`src/rtl/fetch_stage.sv`:
```
// fetch_stage: RV32 instruction-fetch stage with the IF/ID pipeline register.
// Owns the PC, runs a single-outstanding-request imem handshake, honours
// STALL from the hazard unit and PCSRC redirects from the branch logic.
// A capture that lands while stalled is parked in a one-entry skid register.
// Optional macro FETCH_PERF_CNT_EN adds saturating FETCH_CNT / STALL_CNT outputs.
module fetch_stage #(
    parameter int               WIDTH     = 32,
    parameter logic [WIDTH-1:0] RESET_PC  = '0,
    parameter logic [WIDTH-1:0] NOP_INSTR = 32'h0000_0033
) (
    input  logic             CLK,
    input  logic             RST_N,
    input  logic             STALL,
    input  logic             PCSRC,
    input  logic [WIDTH-1:0] BRANCH_TARGET,
    output logic             IMEM_REQ,
    output logic [WIDTH-1:0] IMEM_ADDR,
    input  logic             IMEM_READY,
    input  logic [WIDTH-1:0] IMEM_RDATA,
    output logic             IFID_VALID,
    output logic [WIDTH-1:0] IFID_PC,
    output logic [WIDTH-1:0] IFID_INSTRUCTION
`ifdef FETCH_PERF_CNT_EN
    ,
    output logic [31:0]      FETCH_CNT,
    output logic [31:0]      STALL_CNT
`endif
);

    typedef enum logic [1:0] {IDLE, FETCH, HOLD, DRAIN} state_t;

    state_t           state, next_state;
    logic [WIDTH-1:0] pc;
    logic [WIDTH-1:0] drain_addr;   // address of the request still in flight after a redirect
    logic [WIDTH-1:0] skid;
    logic [WIDTH-1:0] pc_plus4;
    logic [WIDTH-1:0] target;

    assign pc_plus4 = pc + WIDTH'(4);
    assign target   = {BRANCH_TARGET[WIDTH-1:2], 2'b00};

    // State register
    always_ff @(posedge CLK or negedge RST_N) begin
        if (!RST_N) state <= IDLE;
        else        state <= next_state;
    end

    // Next-state logic; a redirect overrides stall and capture decisions
    always_comb begin
        next_state = state;
        case (state)
            IDLE:  next_state = FETCH;
            FETCH: begin
                if (PCSRC)                    next_state = IMEM_READY ? FETCH : DRAIN;
                else if (IMEM_READY && STALL) next_state = HOLD;
            end
            HOLD:  if (PCSRC || !STALL) next_state = FETCH;
            DRAIN: if (IMEM_READY) next_state = FETCH;
            default: next_state = IDLE;
        endcase
    end

    // Handshake outputs; DRAIN keeps presenting the abandoned address until it completes
    always_comb begin
        IMEM_REQ  = (state == FETCH) || (state == DRAIN);
        IMEM_ADDR = (state == DRAIN) ? drain_addr : pc;
    end

    // PC, skid and IF/ID register updates
    always_ff @(posedge CLK or negedge RST_N) begin
        if (!RST_N) begin
            pc               <= RESET_PC;
            drain_addr       <= RESET_PC;
            skid             <= '0;
            IFID_VALID       <= 1'b0;
            IFID_PC          <= '0;
            IFID_INSTRUCTION <= NOP_INSTR;
        end else if (PCSRC) begin
            // In DRAIN the in-flight address is kept; only the target is replaced
            if (state == FETCH) drain_addr <= pc;
            pc               <= target;
            skid             <= '0;
            IFID_VALID       <= 1'b0;
            IFID_PC          <= '0;
            IFID_INSTRUCTION <= NOP_INSTR;
        end else begin
            case (state)
                FETCH: begin
                    if (IMEM_READY) begin
                        if (!STALL) begin
                            IFID_VALID       <= 1'b1;
                            IFID_PC          <= pc;
                            IFID_INSTRUCTION <= IMEM_RDATA;
                            pc               <= pc_plus4;
                        end else begin
                            skid <= IMEM_RDATA;
                        end
                    end else if (!STALL) begin
                        // Decode advances but nothing arrived: hand it a bubble
                        IFID_VALID       <= 1'b0;
                        IFID_PC          <= '0;
                        IFID_INSTRUCTION <= NOP_INSTR;
                    end
                end
                HOLD: begin
                    if (!STALL) begin
                        IFID_VALID       <= 1'b1;
                        IFID_PC          <= pc;
                        IFID_INSTRUCTION <= skid;
                        pc               <= pc_plus4;
                        skid             <= '0;
                    end
                end
                default: ;
            endcase
        end
    end

`ifdef FETCH_PERF_CNT_EN
    logic fetch_inc, stall_inc;

    assign fetch_inc = !PCSRC && !STALL &&
                       (((state == FETCH) && IMEM_READY) || (state == HOLD));
    assign stall_inc = STALL || (state == DRAIN);

    // Saturating performance counters
    always_ff @(posedge CLK or negedge RST_N) begin
        if (!RST_N) begin
            FETCH_CNT <= '0;
            STALL_CNT <= '0;
        end else begin
            if (fetch_inc && (FETCH_CNT != 32'hFFFF_FFFF)) FETCH_CNT <= FETCH_CNT + 32'd1;
            if (stall_inc && (STALL_CNT != 32'hFFFF_FFFF)) STALL_CNT <= STALL_CNT + 32'd1;
        end
    end
`endif

endmodule

```
`config.mk`:
```
export PLATFORM = sky130hd
export DESIGN_NAME = fetch_stage
export DESIGN_NICKNAME = d
export VERILOG_FILES = /design/src/rtl/fetch_stage.sv
export SDC_FILE = /design/constraint.sdc
export NUM_CORES = 1
export LEC_CHECK = 0
export ABC_AREA = 1
export CELL_PAD_IN_SITES_DETAIL_PLACEMENT = 1
export CELL_PAD_IN_SITES_GLOBAL_PLACEMENT = 1
export CORE_MARGIN = 2
export CORE_UTILIZATION = 40
export DETAILED_ROUTE_END_ITERATION = 6
export HOLD_SLACK_MARGIN = 0.02
export PLACE_DENSITY = 0.85
export SLEW_MARGIN = 30
export SYNTH_ARGS = -nofsm -noshare
export SYNTH_HDL_FRONTEND = slang
export SYNTH_SLANG_ARGS = --single-unit
```
`constraint.sdc`:
```
create_clock -name CLK -period 2.8 [get_ports CLK]
set_input_delay 0.42 -clock CLK [delete_from_list [all_inputs] [get_ports CLK]]
set_output_delay 0.42 -clock CLK [all_outputs]
set_load 0.1 [all_outputs]
```
### After elaboration in Yosys (flattened, before gate mapping)

Cells that the tools add are included.
W data, S select, Z words.

* mux-type cells: 31
* add/subtract/negate cells: 1
* equality and inequality tests: 11
* reduce and logical (&&, ||, !) cells: 12

Operators with widths (number)
* $mux W32: 16
* $pmux W32 S2: 4
* $add A32 B3 Y32 const B: 1
* $ne A3 B3 Y1 const B: 5
* $mux W2: 5
* $pmux W2 S4: 1
* $reduce_and A2 Y1: 3
* $reduce_and A3 Y1: 2
* $eq A2 B2 Y1 const B: 2
* $mux W1: 4
* $ne A2 B2 Y1 const B: 2
* $ne A4 B4 Y1 const B: 1
* $reduce_and A4 Y1: 1
* $reduce_bool A3 Y1: 1
* $eq A2 B1 Y1 const B: 1
* $logic_not A2 Y1: 1
* $logic_or A1 B1 Y1: 2
* $pmux W1 S2: 1
* $logic_and A1 B1 Y1: 1
* $logic_not A1 Y1: 1

* output and inout bits: 98
* input port bits: 69
* logic and storage cells: 62
* register bits after elaboration: 163

### Logic depth before layout (Yosys ltp)

Gate-level depths: netlist (run 1).

* depth after elaboration: 5
* mapped depth: 10
* depth with buffers taken out: 10

### Worst setup path after synthesis (run 1)

No wires, ideal clock.

* path type: register -> output
* start: reg state[1]
* end: out IMEM_ADDR[10]
* required time: 2.380 ns
* path buffers: 1
* arrival: 2.898 ns
* slack: -0.518 ns
* cell stages (with the launch flop): 5
* cells stage by stage: dfrtp_1 -> nand2_1 -> clkinv_1 -> clkbuf_1 -> o21ai_0

* longest elaborated chain between the ends: 2

Ends and longest elaborated chain
* from (decl): line 32 `state_t state, next_state;`
* from (signal assigned): line 45 `else state <= next_state;`
* $eq A2 B2 Y1: line 66 `IMEM_ADDR = (state == DRAIN) ? drain_addr : pc;`
* $mux W32: line 66
* to (decl): line 17 `output logic [WIDTH-1:0] IMEM_ADDR,`

No other way between the ends.

### Final worst setup path (run 1)

* start: reg state[1]
* end: out IMEM_ADDR[18]

The elaborated chain is that of the path after synthesis.

==> results of run 1 <==
## worst reg2reg max path, stage by stage, from the launching register on
cell	delay (ps)
dfrtp_1	410
ha_1	230
nand2_1	90
nor2_1	260
nand2_1	160
nor2_1	300
nand2_1	90
nand2_1	70
nand3_1	70
nand2_1	90
nand2_1	50
## state kept, by name, indices dropped and copies added (netlist names)
signal	count
skid	32
drain_addr	30
IFID_PC	32
pc	30
IFID_VALID	1
state	2
IFID_INSTRUCTION	32
## logic make-up (layout without fill, tap and decap cells)
family	count (synthesis)	in the layout	synth area share
compound gates	200	200	0.131
buf+inv	156	303	0.0790
flops	159	159	0.488
simple gates	620	620	0.300
other cells	1	2	0.000460
fa+ha+maj	1	1	0.00153
## through the flow
stage	instance area (um^2)	instances	hold slack, ps	setup WS, ps	utilization
after floorplan	8160	1138	124	-518	-
after global placement	10100	1523	413	709	0.504
after detailed placement	10100	1523	422	655	0.504
after CTS	10700	1555	492	340	0.533
after global routing	10700	1555	518	280	0.533
final	10700	1555	486	380	0.533
## routing by layer
layer	vias up	track usage	wire [um]
met2	164	0.452	13500
met3	40	0.0624	1310
met1	3977	0.313	11400
li1	3886	-	-
met5	-	0	0
met4	0	0.0830	718
## final timing paths
path | depth (start not counted) | start | slack, ps | to
hold / removal | 2 | IFID_INSTRUCTION[7] | 490 | IFID_INSTRUCTION[7]
min in group asynchronous | 2 | RST_N | 540 | pc[23]
setup reg to reg | 10 | pc[3] | 870 | pc[20]
hold reg to reg | 2 | IFID_INSTRUCTION[7] | 490 | IFID_INSTRUCTION[7]
max in group asynchronous | 3 | RST_N | 1360 | IFID_INSTRUCTION[5]
setup / recovery | 5 | state[1] | 380 | IMEM_ADDR[18]
## cell usage in the layout, fill, tap and decap left out, types with 3 or more instances in the layout
master	n
a21oi_1	40
buf_12	33
dfrtp_1	155
inv_1	82
clkbuf_16	17
nand3_1	64
a41oi_1	4
clkinvlp_4	4
clkdlybuf4s50_1	64
nor2_1	183
a31oi_1	3
buf_4	83
o22ai_1	26
dfstp_2	4
o21ai_1	30
o21ai_0	90
nand2_1	364
inv_6	4
inv_2	5
## area by class of cell
cell class | count | area (um^2)
Clock inverter | 12 | 126
Timing Repair Buffer | 183 | 1950
Multi-Input combinational cell | 823 | 3540
Clock buffer | 19 | 443
Tap cell | 270 | 338
Sequential cell | 159 | 3980
Inverter | 89 | 334
Fill cell | 2491 | 9380
## repair_timing
item                                    CTS  global route
setup buffers                             0             0
hold buffers                              1             0
endpoints found under the setup margin    0             0
hold endpoints to repair                 44             0
==> impl_results.md, run 1 <==
- Outcome: finished clean
- Layout cell share with drive strength beyond 1: 0.129
- Synth Area per Inst: between 7 and 8 um^2
- Slew @ Worst Pin: approximately 580 ps
- Max Slew Vio Count: 0
- CTS root buf: clkbuf_16
- Vias per cell: roughly 5.2
- Area grow syn2layout: 31.4%
- Gr ovfl total: 0
- RSZ-0062 raised after global routing: false
- Synthesized area: approximately 8000 um^2
- Synth warn: 0
- Chip height: roughly 150 um
- EDFF count, synth: 0
- Register area share after synthesis: 0.488
- Post-route DRC: 0
- Die X: between 100 and 150 um
- Final wirelength: approximately 27000 um
- Clk_lat worst skew: around 430 ps
- I/O pin count: approximately 170
- Core footprint: between 20000 and 25000 um^2
- Setup CP Type: reg2out
- Initial Util: 0.406
- Most Frequent Cell on Critical Path: buf_12
- Synth cell count leaders: nand2_1 (364), nor2_1 (183), dfrtp_1 (155), o21ai_0 (90), inv_1 (82)
- Global Route Usage Sum: 0.258
- Worst Path Required: approximately 2400 ps
- Clock transition at path regs: roughly 70 ps
- CP max stage delay: 470 ps
- H-tree levels: 4
- Most numerous cell in the Yosys netlist: nand2_1
- FFs w/ async S/R, synth: 1.00
- CTS buffer count: 17
- Initial antenna violation count: 0
- Final Hold Fails: 0
- PostCTS Resize Cnt: 0
- Final number of setup-violating endpoints: 0
- Setup TNS: 0 ps
- Initial DRC count: about 350
- Max clock buf depth: 2
- Startpoint Class: flop
- Fin crit period: roughly 2400 ps
- Pin count of the biggest net entering global routing: 65
- Vias in the first global route: 8499
- Final nets: between 1000 and 1500
- Ys flop type: dfrtp_1
- Fraction of post-synthesis cell area in the top cell type by area: 0.475
- Top Family by Delay on Critical Path: buffers and inverters
- CP Max Fanout: 60
- PortBufs: approximately 160
- Cells taking the most area after synthesis: dfrtp_1 (48%), nand2_1 (17%), nor2_1 (8.4%)
- TritonCTS clock tree: yes
- Class of the worst hold path: reg2reg
- Post-Syn Instances: 1137
- Area leader, netlist: dfrtp_1
- Final ANT Viol Nets: 0
- DR vias: around 8100
- Synthesized flop and latch total: between 150 and 200
- DP Wirelength: 18600 um
- Avg WL per Cell: around 17 um
- Crit path cell chain: nand2_1, clkinv_1, buf_12, o21ai_0, buf_12
- CP Capture Type: output port
- Fmax: 413 MHz
- Die Area: between 20000 and 25000 um^2
- MaxCap Viol Count: 0
- Period utilisation layout: 0.864
- CTS Sinks: ~160
- GPL Wtd Cong: 0.840
- # diodes: 0
- Layout Skew: around 12 ps
- Worst path bufs/invs: 3
- Row cnt: 52
- DRT Pass-1 Iters: 4
- Synth cell types: 33
- Worst rel slew slack: 0.612
- Worst path slowest cell: o21ai_0
- First-pass GRT wire length: around 44000 um
- WP data arrival: about 2000 ps
Power of run 1 is not shown: default switching activity piles up to over one toggle a cycle in this logic, so the estimate is an artifact.
==> inputs of run 2 (changes only) <==
- CTS_CLUSTER_SIZE: not set -> 30
==> results of run 2 <==
The final DEF is identical to that of run 1; final timing and power are the same.
Power of run 2 is left out for the same reason.
==> inputs of run 3 (changes only) <==
==> constraint.sdc (replaced) <==
create_clock -name CLK -period 2.8 [get_ports CLK]
set_input_delay 0.7 -clock CLK [delete_from_list [all_inputs] [get_ports CLK]]
set_output_delay 0.7 -clock CLK [all_outputs]
set_load 0.1 [all_outputs]
==> run 3 against run 2 <==
- sequential share of layout area is essentially flat
- setup slack lost 130 ps
- largest cell class unchanged
- clock skew shrank 3.3 ps
- count of clock-buffer cells in the layout shrank 1
- critical endpoint is now IMEM_ADDR[10]
==> impl_results.md, run 3 (synthesis results as in run 1) <==
- TritonCTS clock tree: yes (unchanged)
- Die Area: 21600 um^2 (unchanged)
- Layout cell share with drive strength beyond 1: 0.131 (was 0.129)
- CTS Sinks: 159 (unchanged)
- First-pass GRT wire length: 43800 um (was 44500 um)
- Fin crit period: 2550 ps (was 2420 ps)
- DP Wirelength: 18400 um (was 18600 um)
- Most common cell after layout, fill and taps aside: nand2_1 (unchanged)
- Max Slew Vio Count: 0 (unchanged)
- Initial DRC count: 451 (was 348)
- Row cnt: 52 (unchanged)
- I/O pin count: 167 (unchanged)
- DRT Pass-1 Iters: 5 (was 4)
- Post-route DRC: 0 (unchanged)
- Filler Cells Inserted: 2483 (was 2491)
- CTS buffer count: 17 (unchanged)
- Startpoint Class: flop (unchanged)
- GPL Wtd Cong: 0.879 (was 0.840)
- Post-CTS setup buffer count: 0 (unchanged)
- Setup CP Type: reg2out (unchanged)
- CP max stage delay: 420 ps (was 470 ps)
- WP data arrival: 1850 ps (was 2000 ps)
- Hold-fix buffers, CTS: 0 (was 1)
- H-tree levels: 4 (unchanged)
- DR vias: 8048 (was 8067)
- Chip height: 147 um (unchanged)
- Initial Util: 0.406 (unchanged)
- Pin count of the biggest net entering global routing: 65 (unchanged)
- Max clock buf depth: 2 (unchanged)
- Outcome: finished clean (unchanged)
- Post-route cell area: 10700 um^2 (about the same)
- MaxCap Viol Count: 0 (unchanged)
- # diodes: 0 (unchanged)
- Crit path cell chain: nand2_1, clkinv_1, buf_12, o21ai_1, buf_12 (was nand2_1, clkinv_1, buf_12, o21ai_0, buf_12)
- Period utilisation layout: 0.912 (was 0.864)
- Post-place instance area: 10200 um^2 (was 10100 um^2)
- Gr ovfl total: 0 (unchanged)
- Class of the worst hold path: in2async (was reg2reg)
- Util after Layout: 0.533 (about the same)
- Avg WL per Cell: 17.1 um (was 17.3 um)
- Area grow syn2layout: 31.3% (was 31.4%)
- Clk_lat worst skew: 430 ps (about the same)
- Slew @ Worst Pin: 624 ps (was 582 ps)
- Clock transition at path regs: 70 ps (about the same)
- Worst path slowest cell: dfrtp_1 (was o21ai_0)
- Worst Path Required: 2100 ps (was 2380 ps)
- CP Capture Type: output port (unchanged)
- Worst rel slew slack: 0.584 (was 0.612)
- Most Frequent Cell on Critical Path: buf_12 (unchanged)
- Vias per cell: 5.18 (was 5.19)
- CTS root buf: clkbuf_16 (unchanged)
- Final nets: 1343 (unchanged)
- Layout Skew: 8.70 ps (was 12.0 ps)
- Final wirelength: 26700 um (was 27000 um)
- Top Registers: IFID_INSTRUCTION x32, IFID_PC x32, skid x32 (unchanged)
- PortBufs: 162 (unchanged)
- PostCTS Resize Cnt: 0 (unchanged)
- Worst path bufs/invs: 3 (unchanged)
- Commonest non-fill, non-tap cells in the layout: nand2_1 (364), nor2_1 (183), dfrtp_1 (155) (unchanged)
- Initial antenna violation count: 0 (unchanged)
- Vias in the first global route: 8564 (was 8499)
- Final ANT Viol Nets: 0 (unchanged)
- Global Route Usage Sum: 0.257 (was 0.258)
- Final Hold Fails: 0 (unchanged)
- Top Family by Delay on Critical Path: buffers and inverters (unchanged)
- Final number of setup-violating endpoints: 0 (unchanged)
- RSZ-0062 raised after global routing: false (unchanged)
- Die X: 147 um (unchanged)
- Fmax: 392 MHz (was 413 MHz)
- Core footprint: 20100 um^2 (unchanged)
- CP Max Fanout: 60 (unchanged)
==> run 3: through the flow <==
stage / setup TNS, ps / instances / setup WS [ps] / hold WS (ps)
after floorplan: -2450 / 1138 / -81.5 / 404
after global placement: 0 / 1524 / 412 / 466
after detailed placement: 0 / 1524 / 303 / 474
after CTS: 0 / 1555 / 243 / 274
after global routing: 0 / 1555 / 166 / 286
final: 0 / 1555 / 247 / 256
==> run 3: path summary, 6_finish.rpt <==
check / start / endpoint / slack (ps) / cells past startpoint
min in group CLK: IFID_INSTRUCTION[2] / IFID_INSTRUCTION[2] / 480 / 2
worst max register to register: pc[3] / pc[20] / 840 / 10
worst min register to register: IFID_INSTRUCTION[2] / IFID_INSTRUCTION[2] / 480 / 2
max in group asynchronous: RST_N / IFID_PC[31] / 1800 / 2
worst max-delay path: state[1] / IMEM_ADDR[10] / 250 / 5
worst min-delay path: RST_N / pc[31] / 260 / 1
==> run 3: layout make-up <==
type	count	area [um^2]	share of cell area
clock buffers	18	439	0.0410
clock inverters	13	109	0.0102
inverters	89	334	0.0312
multi-input cells	823	3540	0.331
flip-flops and latches	159	3980	0.372
well taps	270	338	0.0315
repair buffers	183	1960	0.183
==> run 3: per-layer routing <==
| layer | part of all wire | vias to the layer above | track usage |
|---|---|---|---|
| li1 | - | 3873 | - |
| met1 | 0.41 | 3983 | 0.303 |
| met2 | 0.51 | 157 | 0.455 |
| met3 | 0.049 | 35 | 0.0661 |
| met4 | 0.027 | 0 | 0.0869 |
| met5 | 0 | - | 0 |
Power of run 3 is left out for the same reason.
